File: src/rtl/cla_addsub_pipe.sv
// cla_addsub_pipe: pipelined carry-lookahead add/sub with flags and valid/ready backpressure
module cla_addsub_pipe #(
    parameter int WIDTH  = 32,
    parameter int GROUP  = 4,
    parameter int STAGES = 2
) (
    input  logic             clk,
    input  logic             rst,
    input  logic             in_valid,
    output logic             in_ready,
    input  logic [WIDTH-1:0] a,
    input  logic [WIDTH-1:0] b,
    input  logic             cin,
    input  logic             sub,
    output logic             out_valid,
    input  logic             out_ready,
    output logic [WIDTH-1:0] sum,
    output logic             cout,
    output logic             overflow,
    output logic             zero
);
    localparam int SLICE = WIDTH / STAGES;
    localparam int NG    = SLICE / GROUP;

    if (WIDTH % (GROUP * STAGES) != 0) begin : g_bad_cfg
        $error("WIDTH must be divisible by GROUP*STAGES");
    end

    logic              advance;
    logic [STAGES-1:0] v_q, v_d, c_q, c_d, z_q, z_d;
    logic [WIDTH-1:0]  a_q [STAGES];
    logic [WIDTH-1:0]  a_d [STAGES];
    logic [WIDTH-1:0]  b_q [STAGES];
    logic [WIDTH-1:0]  b_d [STAGES];
    logic [WIDTH-1:0]  s_q [STAGES];
    logic [WIDTH-1:0]  s_d [STAGES];
    logic              ovf_q, ovf_d;

    // Two-level sum-of-products carries: c[i+1] = g[i] | p[i]g[i-1] | ... | p[i..0]c0
    function automatic logic [WIDTH:0] lookahead(input logic [WIDTH-1:0] g, input logic [WIDTH-1:0] p,
                                                 input logic c0, input int n);
        logic [WIDTH:0] c;
        logic t, u;
        c = '0;
        c[0] = c0;
        for (int i = 0; i < n; i++) begin
            t = c0;
            for (int j = 0; j <= i; j++) t = t & p[j];
            for (int j = 0; j <= i; j++) begin
                u = g[j];
                for (int m = j + 1; m <= i; m++) u = u & p[m];
                t = t | u;
            end
            c[i + 1] = t;
        end
        return c;
    endfunction

    always_comb begin
        logic [WIDTH-1:0] ka, kb, ks, gg, gp, bg, bp;
        logic [WIDTH:0]   gc, bc;
        logic             kc, kz, kv, cmsb;
        int               p, lo;
        advance = ~v_q[STAGES-1] | out_ready;
        v_d = '0;
        c_d = '0;
        z_d = '0;
        ka = '0;
        kb = '0;
        ks = '0;
        gc = '0;
        bc = '0;
        cmsb = 1'b0;
        lo = 0;
        for (int k = 0; k < STAGES; k++) begin
            p = k == 0 ? 0 : k - 1;
            ka = k == 0 ? a : a_q[p];
            kb = k == 0 ? (sub ? ~b : b) : b_q[p];
            kc = k == 0 ? sub ^ cin : c_q[p];
            ks = k == 0 ? '0 : s_q[p];
            kz = k == 0 ? 1'b1 : z_q[p];
            kv = k == 0 ? in_valid : v_q[p];
            gg = '0;
            gp = '0;
            for (int j = 0; j < NG; j++) begin
                lo = k * SLICE + j * GROUP;
                bg = '0;
                bp = '0;
                bg[GROUP-1:0] = ka[lo +: GROUP] & kb[lo +: GROUP];
                bp[GROUP-1:0] = ka[lo +: GROUP] ^ kb[lo +: GROUP];
                bc = lookahead(bg, bp, 1'b0, GROUP);
                gg[j] = bc[GROUP];
                gp[j] = &bp[GROUP-1:0];
            end
            gc = lookahead(gg, gp, kc, NG);
            // Second pass resolves bit carries once each group's carry-in is known
            for (int j = 0; j < NG; j++) begin
                lo = k * SLICE + j * GROUP;
                bg = '0;
                bp = '0;
                bg[GROUP-1:0] = ka[lo +: GROUP] & kb[lo +: GROUP];
                bp[GROUP-1:0] = ka[lo +: GROUP] ^ kb[lo +: GROUP];
                bc = lookahead(bg, bp, gc[j], GROUP);
                ks[lo +: GROUP] = bp[GROUP-1:0] ^ bc[GROUP-1:0];
                cmsb = bc[GROUP-1];
            end
            a_d[k] = ka;
            b_d[k] = kb;
            s_d[k] = ks;
            c_d[k] = gc[NG];
            z_d[k] = kz & ~|ks[k * SLICE +: SLICE];
            v_d[k] = kv;
        end
        ovf_d = cmsb ^ c_d[STAGES-1];
    end

    always_ff @(posedge clk) begin
        if (rst) begin
            v_q   <= '0;
            c_q   <= '0;
            z_q   <= '0;
            ovf_q <= 1'b0;
            a_q   <= '{default: '0};
            b_q   <= '{default: '0};
            s_q   <= '{default: '0};
        end else if (advance) begin
            v_q   <= v_d;
            c_q   <= c_d;
            z_q   <= z_d;
            ovf_q <= ovf_d;
            a_q   <= a_d;
            b_q   <= b_d;
            s_q   <= s_d;
        end
    end

    assign in_ready  = advance;
    assign out_valid = v_q[STAGES-1];
    assign sum       = s_q[STAGES-1];
    assign cout      = c_q[STAGES-1];
    assign overflow  = ovf_q;
    assign zero      = z_q[STAGES-1];
endmodule

File: config.mk
export PLATFORM = sky130hd
export DESIGN_NAME = cla_addsub_pipe
export DESIGN_NICKNAME = d
export VERILOG_FILES = /design/src/rtl/cla_addsub_pipe.sv
export SDC_FILE = /design/constraint.sdc
export NUM_CORES = 1
export LEC_CHECK = 0
export BUFFER_PORTS_ARGS = -buffer_cell sky130_fd_sc_hd__buf_2
export CORE_MARGIN = 1.5
export CORE_UTILIZATION = 50
export DETAILED_ROUTE_END_ITERATION = 16
export PLACE_DENSITY = 0.88
export SYNTH_ARGS = -nofsm -noshare
export SYNTH_HDL_FRONTEND = slang
export SYNTH_SLANG_ARGS = --single-unit
File: constraint.sdc
create_clock -name clk -period 3.8 [get_ports clk]
set_input_delay 0.76 -clock clk [delete_from_list [all_inputs] [get_ports clk]]
set_output_delay 0.76 -clock clk [all_outputs]
set_load 0.02 [all_outputs]
==> run summary <==
Outcome - completed
Total GRT Usage - 24.8%
Drt first pass iters - 5
Power Dens Cells - 438 nW/um2
Element type at the critical path start - input port
Combinational fraction of design power - 28.7%
Num CTS Buffers - 9
Sequential area share after synthesis - 35.6%
Worst setup EP type - register
Netlist cell types - 41
Port bufs - 106
DR vias - 4,579
H-tree levels - 3
Arr. time, crit path - 3.81 ns
Synth Cell Area - 4890 um2
Final Non-Filler Cells - 831
Number of antenna violations at the first check in global routing - 0
Cells after Synth - 592
Post-route DRC - 0
Net count, final - 816
Lkg Pwr - 2.86 nW
Die H - 102 um
Resized Gates After CTS - 0
Clk sinks - 87
Final Instance Area - 5890 um2
Simple-gate share of the synthesized area - 17.6%
Count of final hold-check violations - 0
Layout area overhead - 20.4%
Type of the worst setup path - in -> reg
Largest net degree at the start of global routing - 73
Die Wd - 102 um
Gr ovfl total - 0
N_diodes - 0
Total length of routed wires - 12,300 um
Post-synth top flop - dfxtp_1
Ys Warns - 0
Clock tree root buffer cell - clkbuf_8
Worst Path Max Fanout - 17
Fin util - 62.9%
Post-layout minimum cycle time - 3.52 ns
Final setup vio count - 0
Starting density of the core - 52.2%
Synth Area in Compound Gates - 21.5%
Worst-Margin Slew - 0.856 ns
Post-DRT Antenna Nets - 0
HPWL Detailed - 9210 um
# IOs - 107
Placed insts - 816
DR iter-0 viols - 212
Rows - 35
Last weighted congestion value of the routability-driven placer - 0.897
Clock power share - 29.9%
Maximum clock rate - 0.284 GHz
Global-route wire length before repair - 20,300 um
VDD IR max - 0.214 mV
Adder-cell area share of the yosys netlist - 13.5%
Vias in the first global route - 4,388
Hold_buf cts - 0
Post-Syn Nets - 710
Tcrit/Tclk final - 92.7%
CTS Buffer Depth - 2
Main combinational cell family by area after synthesis - compound AO/OA/AOI/OAI gates
Detailed-route vias per instance - 5.51
Post-DP Area - 5650 um2
Worst Clk Skew - 0.00863 ns
Worst skew pair latency - 0.37 ns
DP Worst Slack - -0.0336 ns
Post-CTS setup buffer count - 0
Wire per inst - 14.8 um
Multiplexer share of the synthesized area - 0.230%
Cell-internal power - 1.77 mW
Final slew viol count - 0
Die footprint - 10,400 um2
Avg Cell Area, Syn - 8.27 um2
CTS tree - built
Final setup margin - 0.277 ns
Layout cells sized above 1 - 21.2%
WP data required - 4.09 ns
Core Box Area - 9370 um2
Sw Ratio - 31.6%
Reg clk slew, reported paths - 0.08 ns
P_sw - 0.815 mW
MaxCap Viol Count - 0
Post-Synth XOR/XNOR Area - 7.52%
Total negative setup slack - 0 ns
Ys async rst share - 0%
Post-synth EDFFs - 0
Number of synthesized register bits - 87
RSZ-0062 raised after global routing - no
HP Class - reg -> reg
Slew HR - 43.0%
Sequential power share - 41.4%
[worst max-delay path, cell delays in order]
cell	delay, ns
buf_2	0.11
buf_12	0.15
xor2_1	0.18
ha_1	0.31
a21o_1	0.18
a21o_1	0.18
a211oi_1	0.24
o21bai_1	0.16
or2_2	0.30
ha_1	0.21
o21a_1	0.19
or3_1	0.36
a211oi_1	0.22
nand4_1	0.11
a21oi_1	0.14
[layout by cell type, fill, tap and decap left out, types with 9 or more instances in the layout]
cell type  synthesis  final
nand2_1          104    104
xor2_1            22     22
nand3_1            9      9
buf_4              0     20
or3_1             11     11
o21ai_0           17     17
a211oi_1          35     35
dfxtp_1           87     87
buf_2              9    106
inv_1             16     16
ha_1              40     39
clkbuf_8           0      9
xnor2_1           20     20
a21oi_1           67     67
a21o_1            12     12
nor2_1            51     51
[per-layer routing]
metal	track usage, %	part of all wire, %
met2	41.9	48
met5	0	0
met1	31.7	43
met4	10.7	2.5
met3	3.49	6.0
[synthesized netlist by cell type (2+ instances only)]
cell type  count  area, um2
nor2_1        51        191
nor4_1         2       12.5
a211oi_1      35        263
a21boi_0       3       22.5
buf_1          4       15.0
and2_1         6       37.5
buf_2          9       45.0
nor4b_1        2       17.5
fa_1           8        160
dfxtp_1       87       1740
xor2_1        22        193
nand4_1        8       50.1
inv_1         16       60.1
or3_1         11       68.8
a21oi_1       67        335
nand4b_1       2       17.5
nand2_1      104        390
clkbuf_1      20       75.1
ha_1          40        500
o211a_1        8       80.1
o21ai_0       17       85.1
xnor2_1       20        175
o31ai_1        2       15.0
a21o_1        12       90.1
o21bai_1       2       15.0
a22oi_1        3       22.5
nand3_1        9       45.0
o21a_1         8       60.1
nor3_1         2       10.0
[registers in the layout, summed over array words and instances, names as in the netlist]
name,flops
a_d,16
s_d,16
z_q,2
sum,32
b_d,16
v_q,2
overflow,1
c_q,2
[area by class of cell]
cell class / count / area [um2]
sequential: 87 / 1740
inverter: 17 / 63.8
clock buffer: 10 / 128
timing repair buffer: 128 / 721
clock inverter: 5 / 106
multi-input combinational: 455 / 2970
tap: 129 / 161
fill: 840 / 3480
[kinds of logic (layout without fill, tap and decap cells)]
kind of cell             Yosys count  after routing
AO/OA/AOI/OAI                    164            164
flip-flops                        87             87
XOR/XNOR                          42             42
multiplexers                       1              1
buffers and inverters             50            160
adder cells (fa/ha/maj)           48             48
AND/OR/NAND/NOR                  200            200
[final timing paths]
path	end	start	cells past startpoint	slack (ns)
max	z_q[0]	sub	15	0.28
min	sum[1]	sum[1]	2	0.45
max reg2reg	z_q[1]	a_d[18]	12	0.43
min reg2reg	sum[1]	sum[1]	2	0.45
[per-stage QoR]
stage                     hold WS [ns]  total power, mW
final                            0.449             2.58
after global placement           0.437             1.79
after CTS                        0.455             2.59
after global routing             0.467             2.72
after floorplan                  0.427             1.56
after detailed placement         0.443             1.82
[power by group through the flow]
| stage | combinational [mW] | sequential [mW] | clock [mW] |
|---|---|---|---|
| after floorplan | 0.433 | 1.13 | 0 |
| after global placement | 0.705 | 1.08 | 0 |
| after detailed placement | 0.729 | 1.09 | 0 |
| after CTS | 0.736 | 1.07 | 0.783 |
| after global routing | 0.816 | 1.08 | 0.817 |
| final | 0.741 | 1.07 | 0.771 |
Note: power is estimated with default switching activity, not from simulation.
